$ cat src/rtl/midi_seq_parser_if.sv
// Byte-in / classified-byte-out bundle between the UART receiver,
// midi_seq_parser and the downstream sysex and note/controller handlers.
interface midi_seq_parser_if;
    logic       byte_ready;
    logic [7:0] midi_rx_byte;
    logic       trig_seq_f;
    logic [7:0] seq_databyte;
    logic [7:0] midi_bytes;
    logic       is_st_sysex;
    logic       is_st_note_on;
    logic       is_st_note_off;
    logic       is_st_ctrl;
    logic       is_st_pitch;
    logic       is_st_prog;
    logic [3:0] midi_ch_in;
    logic       msg_done;
    logic       rt_byte_f;
    logic [7:0] rt_byte;
    logic       sysex_abort;
    logic       overrun;

    modport master (
        output byte_ready, midi_rx_byte,
        input  trig_seq_f, seq_databyte, midi_bytes, is_st_sysex,
               is_st_note_on, is_st_note_off, is_st_ctrl, is_st_pitch,
               is_st_prog, midi_ch_in, msg_done, rt_byte_f, rt_byte,
               sysex_abort, overrun
    );

    modport slave (
        input  byte_ready, midi_rx_byte,
        output trig_seq_f, seq_databyte, midi_bytes, is_st_sysex,
               is_st_note_on, is_st_note_off, is_st_ctrl, is_st_pitch,
               is_st_prog, midi_ch_in, msg_done, rt_byte_f, rt_byte,
               sysex_abort, overrun
    );
endinterface

$ cat src/rtl/midi_seq_parser.sv
// MIDI byte classifier: tracks (running) status, counts byte position within
// each message and presents one registered strobe per byte downstream.
module midi_seq_parser #(
    parameter logic [7:0] SAT_MAX        = 8'd255,
    parameter bit         RUNNING_STATUS = 1'b1
) (
    input logic               reg_clk,
    input logic               reset_reg_N,
    midi_seq_parser_if.slave  bus
);

    typedef enum logic [2:0] {IDLE, CHAN, SYSC, SYSEX, ABORT_EMIT} state_t;

    state_t     state_q, nxt_state;
    logic [7:0] pend_q, pend_d;
    logic [1:0] len_q, len_d;

    logic       trig_q, trig_d;
    logic [7:0] db_q, db_d;
    logic [7:0] mb_q, mb_d;
    logic       sx_q, sx_d;
    logic [4:0] flags_q, flags_d;   // {note_on, note_off, ctrl, pitch, prog}
    logic [3:0] ch_q, ch_d;
    logic       done_q, done_d;
    logic       rtf_q, rtf_d;
    logic [7:0] rt_q, rt_d;
    logic       abort_q, abort_d;
    logic       ovr_q, ovr_d;

    logic       is_rt;
    logic       in_v;
    logic [7:0] in_b;
    logic [7:0] sat_inc;
    logic [7:0] chan_nxt;
    logic [7:0] sysc_nxt;

    assign sat_inc  = (mb_q >= SAT_MAX) ? SAT_MAX : mb_q + 8'd1;
    assign chan_nxt = (mb_q >= {6'd0, len_q}) ? 8'd1 : mb_q + 8'd1;
    assign sysc_nxt = mb_q + 8'd1;

    always_ff @(posedge reg_clk or negedge reset_reg_N) begin
        if (!reset_reg_N) state_q <= IDLE;
        else              state_q <= nxt_state;
    end

    always_comb begin
        nxt_state = state_q;
        pend_d    = pend_q;
        len_d     = len_q;
        trig_d    = 1'b0;
        db_d      = db_q;
        mb_d      = mb_q;
        sx_d      = sx_q & ~(trig_q & done_q);
        flags_d   = flags_q;
        ch_d      = ch_q;
        done_d    = 1'b0;
        rtf_d     = 1'b0;
        rt_d      = rt_q;
        abort_d   = 1'b0;
        ovr_d     = 1'b0;

        // Realtime bytes bypass the parser entirely, even while the aborted
        // status byte is being replayed from the pending slot.
        is_rt = bus.byte_ready && (bus.midi_rx_byte >= 8'hF8);
        if (state_q == ABORT_EMIT) begin
            in_v = 1'b1;
            in_b = pend_q;
            ovr_d = bus.byte_ready && !is_rt;
        end else begin
            in_v = bus.byte_ready && !is_rt;
            in_b = bus.midi_rx_byte;
        end

        if (is_rt) begin
            rtf_d = 1'b1;
            rt_d  = bus.midi_rx_byte;
        end

        if (in_v) begin
            if (!in_b[7]) begin
                case (state_q)
                    CHAN: begin
                        trig_d = 1'b1;
                        db_d   = in_b;
                        mb_d   = chan_nxt;
                        done_d = (chan_nxt == {6'd0, len_q});
                        if (done_d && !RUNNING_STATUS) nxt_state = IDLE;
                    end
                    SYSC: begin
                        trig_d = 1'b1;
                        db_d   = in_b;
                        mb_d   = sysc_nxt;
                        done_d = (sysc_nxt == {6'd0, len_q});
                        if (done_d) nxt_state = IDLE;
                    end
                    SYSEX: begin
                        trig_d = 1'b1;
                        db_d   = in_b;
                        mb_d   = sat_inc;
                        sx_d   = 1'b1;
                    end
                    default: ;
                endcase
            end else if (in_b == 8'hF7) begin
                if (state_q == SYSEX) begin
                    trig_d    = 1'b1;
                    db_d      = 8'hF7;
                    mb_d      = sat_inc;
                    sx_d      = 1'b1;
                    done_d    = 1'b1;
                    nxt_state = IDLE;
                end
            end else if (state_q == SYSEX) begin
                trig_d    = 1'b1;
                db_d      = 8'hF7;
                mb_d      = sat_inc;
                sx_d      = 1'b1;
                done_d    = 1'b1;
                abort_d   = 1'b1;
                pend_d    = in_b;
                nxt_state = ABORT_EMIT;
            end else begin
                trig_d  = 1'b1;
                db_d    = in_b;
                mb_d    = 8'd0;
                sx_d    = 1'b0;
                flags_d = 5'b00000;
                if (in_b < 8'hF0) begin
                    ch_d = in_b[3:0];
                    case (in_b[7:4])
                        4'h9:    flags_d = 5'b10000;
                        4'h8:    flags_d = 5'b01000;
                        4'hB:    flags_d = 5'b00100;
                        4'hE:    flags_d = 5'b00010;
                        4'hC:    flags_d = 5'b00001;
                        default: flags_d = 5'b00000;
                    endcase
                    len_d     = (in_b[7:4] == 4'hC || in_b[7:4] == 4'hD) ? 2'd1 : 2'd2;
                    nxt_state = CHAN;
                end else begin
                    case (in_b[3:0])
                        4'h0: begin
                            sx_d      = 1'b1;
                            nxt_state = SYSEX;
                        end
                        4'h1, 4'h3: begin
                            len_d     = 2'd1;
                            nxt_state = SYSC;
                        end
                        4'h2: begin
                            len_d     = 2'd2;
                            nxt_state = SYSC;
                        end
                        default: begin
                            len_d     = 2'd0;
                            done_d    = 1'b1;
                            nxt_state = IDLE;
                        end
                    endcase
                end
            end
        end
    end

    always_ff @(posedge reg_clk or negedge reset_reg_N) begin
        if (!reset_reg_N) begin
            pend_q  <= '0;
            len_q   <= '0;
            trig_q  <= 1'b0;
            db_q    <= '0;
            mb_q    <= '0;
            sx_q    <= 1'b0;
            flags_q <= '0;
            ch_q    <= '0;
            done_q  <= 1'b0;
            rtf_q   <= 1'b0;
            rt_q    <= '0;
            abort_q <= 1'b0;
            ovr_q   <= 1'b0;
        end else begin
            pend_q  <= pend_d;
            len_q   <= len_d;
            trig_q  <= trig_d;
            db_q    <= db_d;
            mb_q    <= mb_d;
            sx_q    <= sx_d;
            flags_q <= flags_d;
            ch_q    <= ch_d;
            done_q  <= done_d;
            rtf_q   <= rtf_d;
            rt_q    <= rt_d;
            abort_q <= abort_d;
            ovr_q   <= ovr_d;
        end
    end

    assign bus.trig_seq_f     = trig_q;
    assign bus.seq_databyte   = db_q;
    assign bus.midi_bytes     = mb_q;
    assign bus.is_st_sysex    = sx_q;
    assign bus.is_st_note_on  = flags_q[4];
    assign bus.is_st_note_off = flags_q[3];
    assign bus.is_st_ctrl     = flags_q[2];
    assign bus.is_st_pitch    = flags_q[1];
    assign bus.is_st_prog     = flags_q[0];
    assign bus.midi_ch_in     = ch_q;
    assign bus.msg_done       = done_q;
    assign bus.rt_byte_f      = rtf_q;
    assign bus.rt_byte        = rt_q;
    assign bus.sysex_abort    = abort_q;
    assign bus.overrun        = ovr_q;

endmodule

$ cat src/flat_wrapper.sv
// flat-port wrapper written by rule: the top's interface ports become plain ports
module midi_seq_parser_flat 
#(
    parameter logic [7:0] SAT_MAX        = 8'd255,
    parameter bit         RUNNING_STATUS = 1'b1
)
  (reg_clk, reset_reg_N, bus_byte_ready, bus_midi_rx_byte, bus_trig_seq_f, bus_seq_databyte, bus_midi_bytes, bus_is_st_sysex, bus_is_st_note_on, bus_is_st_note_off, bus_is_st_ctrl, bus_is_st_pitch, bus_is_st_prog, bus_midi_ch_in, bus_msg_done, bus_rt_byte_f, bus_rt_byte, bus_sysex_abort, bus_overrun);
  midi_seq_parser_if bus_i ();
  input logic reg_clk;
  input logic reset_reg_N;
  input wire logic [$bits(bus_i.byte_ready)-1:0] bus_byte_ready;
  input wire logic [$bits(bus_i.midi_rx_byte)-1:0] bus_midi_rx_byte;
  output wire logic [$bits(bus_i.trig_seq_f)-1:0] bus_trig_seq_f;
  output wire logic [$bits(bus_i.seq_databyte)-1:0] bus_seq_databyte;
  output wire logic [$bits(bus_i.midi_bytes)-1:0] bus_midi_bytes;
  output wire logic [$bits(bus_i.is_st_sysex)-1:0] bus_is_st_sysex;
  output wire logic [$bits(bus_i.is_st_note_on)-1:0] bus_is_st_note_on;
  output wire logic [$bits(bus_i.is_st_note_off)-1:0] bus_is_st_note_off;
  output wire logic [$bits(bus_i.is_st_ctrl)-1:0] bus_is_st_ctrl;
  output wire logic [$bits(bus_i.is_st_pitch)-1:0] bus_is_st_pitch;
  output wire logic [$bits(bus_i.is_st_prog)-1:0] bus_is_st_prog;
  output wire logic [$bits(bus_i.midi_ch_in)-1:0] bus_midi_ch_in;
  output wire logic [$bits(bus_i.msg_done)-1:0] bus_msg_done;
  output wire logic [$bits(bus_i.rt_byte_f)-1:0] bus_rt_byte_f;
  output wire logic [$bits(bus_i.rt_byte)-1:0] bus_rt_byte;
  output wire logic [$bits(bus_i.sysex_abort)-1:0] bus_sysex_abort;
  output wire logic [$bits(bus_i.overrun)-1:0] bus_overrun;
  assign bus_i.byte_ready = bus_byte_ready;
  assign bus_i.midi_rx_byte = bus_midi_rx_byte;
  assign bus_trig_seq_f = bus_i.trig_seq_f;
  assign bus_seq_databyte = bus_i.seq_databyte;
  assign bus_midi_bytes = bus_i.midi_bytes;
  assign bus_is_st_sysex = bus_i.is_st_sysex;
  assign bus_is_st_note_on = bus_i.is_st_note_on;
  assign bus_is_st_note_off = bus_i.is_st_note_off;
  assign bus_is_st_ctrl = bus_i.is_st_ctrl;
  assign bus_is_st_pitch = bus_i.is_st_pitch;
  assign bus_is_st_prog = bus_i.is_st_prog;
  assign bus_midi_ch_in = bus_i.midi_ch_in;
  assign bus_msg_done = bus_i.msg_done;
  assign bus_rt_byte_f = bus_i.rt_byte_f;
  assign bus_rt_byte = bus_i.rt_byte;
  assign bus_sysex_abort = bus_i.sysex_abort;
  assign bus_overrun = bus_i.overrun;
  midi_seq_parser #(.SAT_MAX(SAT_MAX), .RUNNING_STATUS(RUNNING_STATUS)) u_core (.reg_clk(reg_clk), .reset_reg_N(reset_reg_N), .bus(bus_i));
endmodule
$ cat config.mk
export PLATFORM = sky130hd
export DESIGN_NAME = midi_seq_parser_flat
export DESIGN_NICKNAME = d
export VERILOG_FILES = /design/src/rtl/midi_seq_parser_if.sv /design/src/rtl/midi_seq_parser.sv /design/src/flat_wrapper.sv
export SDC_FILE = /design/constraint.sdc
export NUM_CORES = 1
export LEC_CHECK = 0
export ABC_CLOCK_PERIOD_IN_PS = 3100
export BUFFER_PORTS_ARGS = -buffer_cell sky130_fd_sc_hd__buf_4
export CORE_MARGIN = 2
export CORE_UTILIZATION = 56
export CTS_CLUSTER_SIZE = 20
export DETAILED_ROUTE_END_ITERATION = 8
export PLACE_DENSITY = 0.86
export SLEW_MARGIN = 0
export SYNTH_ARGS = -nofsm -noshare
export SYNTH_HDL_FRONTEND = slang
export SYNTH_SLANG_ARGS = --single-unit
$ cat constraint.sdc
create_clock -name reg_clk -period 3.1 [get_ports reg_clk]
set_input_delay 0.155 -clock reg_clk [delete_from_list [all_inputs] [get_ports reg_clk]]
set_output_delay 0.155 -clock reg_clk [all_outputs]
set_load 0.01 [all_outputs]
==> impl_metrics.toml, run 1 <==
[power_and_ir_drop]
peakVddDrop_mv = 0.415
power_density_nw_per_um2 = 591
comb_power_share_pct = 35.2
p_seq_share_pct = 44.7
power_frac_clock_pct = 20.1
netSwitchingFraction_pct = 36.2
p_sw_uw = 731
p_total_mw = 2.02
leakage_nw = 1.59
p_int_mw = 1.29

[yosys]
synth_seq_cells = 52
synth_top_area_cell = "dfrtp_1"
synth_edf_count = 0
netlist_instances = 303
netlist_area_um2 = 2870
synth_top_area_share_pct = 45.3
synth_cell_types = 60
yosys-top-cells-area = "dfrtp_1 45%, nand2_1 5.0%, nor2_1 4.6%"
ys_warn_count = 0
synth.avg_cell_area_um2 = 9.49
seq_area_frac_synth_pct = 45.3
synth_fp_nets = 317
synth_async_sr_flop_share_pct = 100
yosys_most_used_dff = "dfrtp_1"

[final_layout]
final_layout_size_suffix_gt1_share_pct = 26.8
diodes = 0
design_area_um2 = 3420
layout_common_cells = "56 x buf_4, 52 x dfrtp_1, 38 x nand2_1, 35 x nor2_1, 26 x a21oi_1"
n_fill_cell = 398
fin_nets = 368
layout_commonest_cell = "buf_4"
area_growth_pct = 18.9

[sta]
rsz0062_at_grt = "false"
skew_ps = 16.1
hold-worst-slack_ps = 106
fin_ws_ps = 580
fmax_mhz = 397
slew_headroom_pct = 52.7
slew_violations = 0
setup_viol = 0
finalHoldViolCount = 0
tightest_slew_ps = 690
tns_ps = 0
fin_crit_ps = 2520
post-route-period-util_pct = 81.3

[routing]
dr.pass1.iters = 5
dr.first_iter.drc_count = 145
avgViaCountPerCell = 5.94
wl_per_cell_um = 16.0
drc = 0
routed_wl_um = 6800
vias = 2524
drtAntennaViolNets = 0

[global_route]
grt_max_degree = 53
antenna_found_initial = 0
grt_first_pass_wirelength_um = 11100
grt-ovfl-total = 0
grt.total_usage_pct = 25.7
grt_pass1_vias = 2329

[placement]
pre_cts_ws_ps = 624
placed_cell_area_um2 = 3310
hpwl_um = 5100
portBuffers = 49
place.gp.congestion = 0.937

[hold_path]
hold_class = "in2reg"

[job]
cap_violations = 0

[die]
pin_count = 50
fp.dieArea_um2 = 5720
die_h_um = 75.6
core.rowCount = 26
start_util_pct = 57.0
core_um2 = 5040
die_x_um = 75.6

[clocking]
cts-root-buf = "clkbuf_8"
cts_setup_buffers = 0
clk_pin_slew_worst_paths_ps = 90
clk_latency_ps = 310
clockBufferDepth = 2
cts_htree_levels = 2
cts_buffers = 5
cts_tree = "yes"
clkSinkCount = 52

[worst_setup_path]
cp-end-kind = "flip-flop"
path_max_fanout = 10
startpoint_type = "flip-flop"
worstSetupPathType = "reg2reg"
crit_arrival_ps = 2710
required_ps = 3290

[run_status]
status = "complete, no violations"
==> metrics by stage <==
| step | utilization (%) | cells |
|---|---|---|
| 2_1_floorplan | - | 303 |
| 3_3_place_gp | 65.7 | 416 |
| 3_5_place_dp | 65.7 | 416 |
| 4_1_cts | 67.8 | 425 |
| 5_1_grt | 67.8 | 425 |
| 6_report | 67.8 | 425 |
==> critical path, cell delays in order (launching register included) <==
cell,delay (ps)
dfrtp_1,470
or3b_1,580
or3_1,370
o31ai_1,110
nand3_1,190
a31oi_2,320
mux2_2,370
==> worst paths after layout <==
check / startpoint / end / slack (ps) / cells past startpoint
setup / recovery: u_core.state_q[0]$_DFFE_PN0P_ / u_core.len_q[0]$_DFFE_PN0P_ / 580 / 6
min in group asynchronous: reset_reg_N / u_core.bus.midi_bytes[1]$_DFFE_PN0P_ / 400 / 2
hold / removal: bus_midi_rx_byte[1] / u_core.bus.rt_byte[1]$_DFFE_PN0P_ / 110 / 2
hold reg to reg: u_core.bus.rt_byte[4]$_DFFE_PN0P_ / u_core.bus.rt_byte[4]$_DFFE_PN0P_ / 480 / 1
max in group asynchronous: reset_reg_N / u_core.bus.msg_done$_DFF_PN0_ / 2280 / 2
setup reg to reg: u_core.state_q[0]$_DFFE_PN0P_ / u_core.len_q[0]$_DFFE_PN0P_ / 580 / 6
==> cells by family after synthesis <==
family	Yosys count	synth area share, %
AO/OA/AOI/OAI	78	19.1
multiplexers	23	8.66
XOR/XNOR	5	1.52
buffers and inverters	24	4.01
adder cells (fa/ha/maj)	3	1.31
flip-flops	52	45.3
AND/OR/NAND/NOR	118	20.2
==> synthesized netlist by cell type, types with 3 or more instances <==
cell type  count
a211o_1        4
a21o_1         4
a21oi_1       26
a31oi_1        8
buf_2          8
dfrtp_1       52
ha_1           3
inv_1         10
mux2_2        11
mux2i_1       10
nand2_1       38
nand3_1       10
nor2_1        35
nor3_2         4
o211ai_1       3
o21ai_0        8
o31ai_1        4
or2_2          6
or3_1          5
xnor2_1        3
==> power groups by stage <==
| stage | clock network [mW] | registers, mW | logic (mW) |
|---|---|---|---|
| after floorplan | 0 | 0.925 | 0.407 |
| after global placement | 0 | 0.910 | 0.687 |
| after detailed placement | 0 | 0.916 | 0.707 |
| after CTS | 0.411 | 0.903 | 0.712 |
| after global routing | 0.445 | 0.918 | 0.794 |
| final | 0.406 | 0.903 | 0.712 |
==> area by class of cell <==
type                            count  area (µm²)  area share (%)
Multi-Input combinational cell    227        1460            42.8
Tap cell                           70        87.6            2.56
Sequential cell                    52        1300            38.1
Clock inverter                      3        25.0           0.732
Inverter                           11        41.3            1.21
Timing Repair Buffer               57         430            12.6
Clock buffer                        5        68.8            2.01
==> state kept, by name, indices dropped and copies added (netlist names) <==
signal,cells
u_core.bus.midi_bytes,8
u_core.bus.rt_byte,8
u_core.bus.seq_databyte,8
u_core.pend_q,8
u_core.flags_q,5
u_core.bus.midi_ch_in,4
u_core.state_q,3
u_core.len_q,2
u_core.bus.is_st_sysex,1
u_core.bus.msg_done,1
u_core.bus.overrun,1
u_core.bus.rt_byte_f,1
u_core.bus.sysex_abort,1
u_core.bus.trig_seq_f,1
==> layer usage <==
metal / track usage [%] / vias up / wire length [µm]
li1: - / 1199 / -
met1: 34.9 / 1207 / 2850
met2: 42.8 / 105 / 3420
met3: 5.16 / 13 / 433
met4: 6.43 / 0 / 105
met5: 0 / - / 0
==> timing repair <==
item,CTS,global route
gates resized for setup,0,0
endpoints found under the hold margin,52,0
hold buffers,1,0
Note: power is estimated with default switching activity, not from simulation.
==> run 2, diff against run 1 <==
--- a/config.mk
+++ b/config.mk
@@ -5,13 +5,14 @@
 export SDC_FILE = /design/constraint.sdc
 export NUM_CORES = 1
 export LEC_CHECK = 0
-export ABC_CLOCK_PERIOD_IN_PS = 3100
+export ABC_AREA = 1
+export ABC_CLOCK_PERIOD_IN_PS = 2440
 export BUFFER_PORTS_ARGS = -buffer_cell sky130_fd_sc_hd__buf_4
 export CORE_MARGIN = 2
 export CORE_UTILIZATION = 56
 export CTS_CLUSTER_SIZE = 20
 export DETAILED_ROUTE_END_ITERATION = 8
-export PLACE_DENSITY = 0.86
+export PLACE_DENSITY = 0.85
 export SLEW_MARGIN = 0
 export SYNTH_ARGS = -nofsm -noshare
 export SYNTH_HDL_FRONTEND = slang
==> constraint.sdc (replaced) <==
create_clock -name reg_clk -period 2.44 [get_ports reg_clk]
set_input_delay 0.122 -clock reg_clk [delete_from_list [all_inputs] [get_ports reg_clk]]
set_output_delay 0.122 -clock reg_clk [all_outputs]
set_load 0.01 [all_outputs]
==> run 2 against run 1 <==
  * Combinational power fell by 25%
  * Clock-buffer cell count rose by 1
  * Core utilization barely moved
  * Routed wire length barely moved
  * Sequential share of layout area fell by 0.71 points
  * Largest cell class unchanged
  * Final cell count rose by 19%
==> impl_metrics.toml, run 2 <==
[run_status]
status = "complete, no violations"

[clocking]
cts_tree = "yes"
clk_pin_slew_worst_paths_ps = 90
cts_resized = 0
clkSinkCount = 52
clk_latency_ps = 310
cts_htree_levels = 2
cts-root-buf = "clkbuf_8"
clockBufferDepth = 2
cts_buffers = 5

[final_layout]
layout_common_cells = "135 x nand2_1, 52 x dfrtp_1, 50 x buf_4, 38 x inv_1, 34 x nand3_1"
diodes = 0
layout_commonest_cell = "nand2_1"
n_fill_cell = 464
design_area_um2 = 3480
final_layout_size_suffix_gt1_share_pct = 24.4
stdcell_count = 505
fin_nets = 448
final_util_pct = 67.7
area_growth_pct = 16.7

[worst_setup_path]
r2r_slack_ps = 220
startpoint_type = "flip-flop"
r2r-start = "u_core.state_q[0]$_DFFE_PN0P_"
crit_arrival_ps = 2410
reg2reg_depth = 8
cp-end-kind = "flip-flop"
path_max_fanout = 17
required_ps = 2630
regToRegEndpoint = "u_core.bus.seq_databyte[0]$_DFFE_PN0P_"
worstSetupPathType = "reg2reg"

[yosys]
netlist_area_um2 = 2980
synth_top_area_share_pct = 43.6
yosys_most_used_dff = "dfrtp_1"
synth_async_sr_flop_share_pct = 100
yosys-top-cells-area = "dfrtp_1 44%, nand2_1 17%, nand3_1 5.7%"
ys_top_cells_by_count = "135 x nand2_1, 52 x dfrtp_1, 38 x inv_1, 34 x nand3_1, 19 x nor2_1"
synth_cell_types = 32
seq_area_frac_synth_pct = 43.6
synth_fp_nets = 398
synth_top_area_cell = "dfrtp_1"
synth_edf_count = 0
synth.avg_cell_area_um2 = 7.77
synth_seq_cells = 52
netlist_instances = 384
ys_warn_count = 0
yosysMostFrequentCell = "nand2_1"

[sta]
skew_ps = 5.92
hold-worst-slack_ps = 14.2
tightest_slew_ps = 643
post-route-period-util_pct = 91.0
setup_viol = 0
rsz0062_at_grt = "false"
slew_headroom_pct = 57.1
finalHoldViolCount = 0
fmax_mhz = 450
tns_ps = 0
fin_crit_ps = 2220
slew_violations = 0

[global_route]
grt.total_usage_pct = 24.1
grt_max_degree = 53
grt-ovfl-total = 0
grt_first_pass_wirelength_um = 11500
antenna_found_initial = 0
grt_pass1_vias = 2414

[die]
core.rowCount = 26
die_x_um = 77
fp.dieArea_um2 = 5930
core_um2 = 5140
pin_count = 50
start_util_pct = 58.1
die_h_um = 77

[routing]
drtAntennaViolNets = 0
routed_wl_um = 6810
drc = 0
avgViaCountPerCell = 5.33
dr.first_iter.drc_count = 248
dr.pass1.iters = 5
wl_per_cell_um = 13.5
vias = 2692

[job]
cap_violations = 0

[hold_path]
hold_end = "u_core.bus.rt_byte[0]$_DFFE_PN0P_"
hold_class = "in2reg"
min_path_cells = 3
min-delay-start = "bus_midi_rx_byte[0]"

[placement]
placed_cell_area_um2 = 3370
portBuffers = 49
dp.cells = 495
place.gp.congestion = 0.883
hpwl_um = 5080

[power_and_ir_drop]
peakVddDrop_mv = 0.405
power_density_nw_per_um2 = 596
leakage_nw = 1.91
-- run 2: logic make-up after synthesis --
kind of cell,synth area share (%)
xor gates and xnor gates,1.17
adders and majority gates,1.26
DFF,43.6
AOI/OAI and AO/OA,10.0
and+or+nand+nor,36.2
buffers and inverters,7.76
-- run 2: worst max path at each step --
stage | startpoint | cells past startpoint | endpoint
2_1_floorplan | u_core.bus.midi_bytes[0]$_DFFE_PN0P_ | 11 | u_core.bus.midi_bytes[3]$_DFFE_PN0P_
3_3_place_gp | u_core.state_q[0]$_DFFE_PN0P_ | 10 | u_core.bus.midi_bytes[5]$_DFFE_PN0P_
3_5_place_dp | u_core.state_q[0]$_DFFE_PN0P_ | 10 | u_core.bus.midi_bytes[2]$_DFFE_PN0P_
4_1_cts | u_core.state_q[0]$_DFFE_PN0P_ | 10 | u_core.bus.midi_bytes[2]$_DFFE_PN0P_
5_1_grt | u_core.state_q[2]$_DFFE_PN0P_ | 10 | u_core.len_q[1]$_DFFE_PN0P_
6_report | u_core.state_q[0]$_DFFE_PN0P_ | 8 | u_core.bus.seq_databyte[0]$_DFFE_PN0P_
-- run 2: worst max-delay path, stage by stage, from the launching register on --
cell and delay, ps:
dfrtp_1 450, nor2_4 250, nand3_1 120, nand2_2 300, inv_1 180, nand3_1 200
nand3_2 370, nand2_2 160, o21ai_2 60
-- run 2: final cells by class --
class	instances	area, µm²	share of cell area (%)
Clock buffer	6	82.6	2.37
Timing Repair Buffer	51	385	11.1
Sequential cell	52	1300	37.4
Multi-Input combinational cell	284	1460	42.0
Tap cell	70	87.6	2.52
Inverter	40	150	4.31
Clock inverter	2	13.8	0.395
-- run 2: what timing repair did --
| item | 4_1_cts | 5_1_grt |
|---|---|---|
| hold buffers | 1 | 0 |
| setup buffers | 0 | 0 |
| endpoints found under the setup margin | 0 | 6 |
| hold endpoints to repair | 52 | 0 |
-- run 2: metrics by stage --
stage	setup slack (ps)	total power, mW
floorplan	674	1.35
global placement	354	1.55
detailed placement	212	1.57
CTS	175	2.09
global route	24.6	2.19
finish	219	2.08
-- run 2: per-layer routing --
| metal | global-route usage, % | routed length [µm] | vias up |
|---|---|---|---|
| met2 | 39.2 | 3360 | 110 |
| met1 | 33.1 | 2910 | 1244 |
| met4 | 7.68 | 142 | 0 |
| met5 | 0 | 0 | - |
| li1 | - | - | 1319 |
| met3 | 4.24 | 396 | 19 |
-- run 2: power by group --
part | internal [mW] | switching (mW) | total, mW
Clock | 0.232 | 0.289 | 0.521
Sequential | 0.951 | 0.0684 | 1.02
Combinational | 0.226 | 0.309 | 0.535
Total | 1.41 | 0.666 | 2.08
==> run 3, diff against run 2 <==
--- a/config.mk
+++ b/config.mk
@@ -7,7 +7,7 @@
 export LEC_CHECK = 0
 export ABC_AREA = 1
 export ABC_CLOCK_PERIOD_IN_PS = 2440
-export BUFFER_PORTS_ARGS = -buffer_cell sky130_fd_sc_hd__buf_4
+export BUFFER_PORTS_ARGS = -buffer_cell sky130_fd_sc_hd__buf_2
 export CORE_MARGIN = 2
 export CORE_UTILIZATION = 56
 export CTS_CLUSTER_SIZE = 20
==> run 3 against run 2 <==
  * Total power decreased by 4.1%
  * Clock power shrank 6.0%
  * Sequential power barely moved
  * Clock skew is 2.9 ps higher
  * Clock-buffer cell count is 1 lower
  * Global-route usage down 1.2 points
  * Flip-flop and latch count is the same
  * Critical endpoint is now u_core.bus.midi_bytes[3]$_DFFE_PN0P_
==> impl_metrics.toml, run 3 (synthesis results as in run 2) <==
[final_layout]
final_layout_size_suffix_gt1_share_pct = 24.9
layout_commonest_cell = "nand2_1"
diodes = 0
area_growth_pct = 12.9
final_util_pct = 65.5
layout_common_cells = "135 x nand2_1, 52 x dfrtp_1, 49 x buf_2, 37 x inv_1, 34 x nand3_1"
fin_nets = 450
n_fill_cell = 462

[worst_setup_path]
cp-end-kind = "flip-flop"
startpoint_type = "flip-flop"
crit_arrival_ps = 2410
required_ps = 2640
path_max_fanout = 21
worstSetupPathType = "reg2reg"
r2r_slack_ps = 230

[sta]
fin_crit_ps = 2210
setup_viol = 0
tns_ps = 0
slew_headroom_pct = 58.0
slew_violations = 0
skew_ps = 8.85
finalHoldViolCount = 0
fmax_mhz = 453
tightest_slew_ps = 629
post-route-period-util_pct = 90.4
rsz0062_at_grt = "false"

[clocking]
cts-root-buf = "clkbuf_8"
clk_pin_slew_worst_paths_ps = 100
cts_htree_levels = 2
cts_setup_buffers = 0
cts_tree = "yes"
clockBufferDepth = 2
cts_buffers = 5
clk_latency_ps = 310
clkSinkCount = 52

[job]
cap_violations = 0

[global_route]
grt_pass1_vias = 2525
antenna_found_initial = 0
grt.total_usage_pct = 22.9
grt-ovfl-total = 0
grt_max_degree = 53
grt_first_pass_wirelength_um = 11000

[run_status]
status = "complete, no violations"

[placement]
hpwl_um = 4900
portBuffers = 49
place.gp.congestion = 0.924

[routing]
routed_wl_um = 6470
avgViaCountPerCell = 5.23
dr.pass1.iters = 5
vias = 2650
dr.first_iter.drc_count = 188
drc = 0
drtAntennaViolNets = 0
wl_per_cell_um = 12.8

[die]
fp.dieArea_um2 = 5930
die_x_um = 77
pin_count = 50
core.rowCount = 26
start_util_pct = 58.1
core_um2 = 5140
die_h_um = 77

[hold_path]
hold_class = "in2reg"

[power_and_ir_drop]
p_total_mw = 1.99
peakVddDrop_mv = 0.336
leakage_nw = 1.88
power_density_nw_per_um2 = 591
run 3: cell types whose count changed in the layout (fill, tap and decap cells not counted), sizes merged:
cell and delta:
buf +3, clkbuf -1, clkinvlp +2, inv -1
nand3 -1
run 3: area by class of cell:
class / count / area, µm² / share of cell area [%]
multi-input cells: 283 / 1450 / 43.1
flip-flops and latches: 52 / 1300 / 38.6
repair buffers: 54 / 285 / 8.47
inverters: 40 / 150 / 4.46
well taps: 70 / 87.6 / 2.60
clock buffers: 5 / 68.8 / 2.04
clock inverters: 3 / 23.8 / 0.706
run 3: repair_timing:
item	CTS	global route
endpoints found under the hold margin	52	0
gates resized for setup	0	1
hold buffers	1	0
endpoints found under the setup margin	0	7
run 3: report_power, final:
part	switching [mW]	internal, mW	leakage [nW]
logic	0.302	0.184	1.16
registers	0.0649	0.951	0.678
clock network	0.286	0.203	0.0404
total	0.653	1.34	1.88
run 3: worst max-delay path, cell delays in order, from the launching register on:
cell     delay, ps
dfrtp_1        450
nor2_4         250
nand2_4        130
nand2_1        100
nand2_2        220
nand2_4        170
nor2_8          60
nand3_4         70
nand3_4        260
buf_4          270
nand2_1         60
nand2_1         60
run 3: worst paths after layout:
check / to / cells after the start / start
setup / recovery: u_core.bus.midi_bytes[3]$_DFFE_PN0P_ / 11 / u_core.state_q[0]$_DFFE_PN0P_
hold / removal: u_core.bus.rt_byte[1]$_DFFE_PN0P_ / 3 / bus_midi_rx_byte[1]
setup reg to reg: u_core.bus.midi_bytes[3]$_DFFE_PN0P_ / 11 / u_core.state_q[0]$_DFFE_PN0P_
hold reg to reg: u_core.bus.rt_byte[6]$_DFFE_PN0P_ / 1 / u_core.bus.rt_byte[6]$_DFFE_PN0P_
max in group asynchronous: u_core.bus.seq_databyte[6]$_DFFE_PN0P_ / 3 / reset_reg_N
min in group asynchronous: u_core.bus.rt_byte[1]$_DFFE_PN0P_ / 3 / reset_reg_N
run 3: layer usage:
layer / wire (µm) / up-vias / GRT usage [%]
met1: 2860 / 1232 / 29.4
li1: - / 1324 / -
met3: 315 / 12 / 4.00
met4: 123 / 0 / 8.39
met5: 0 / - / 0
met2: 3180 / 82 / 39.1
run 3: per-stage QoR:
| step | setup WS (ps) | hold slack (ps) | area [µm²] | cells |
|---|---|---|---|---|
| 6_report | 233 | 25.7 | 3370 | 507 |
| 5_1_grt | 55.1 | 29.8 | 3370 | 507 |
| 4_1_cts | 182 | 17.1 | 3370 | 507 |
| 3_5_place_dp | 208 | 277 | 3270 | 498 |
| 3_3_place_gp | 334 | 263 | 3270 | 498 |
| 2_1_floorplan | 674 | -174 | 2980 | 384 |
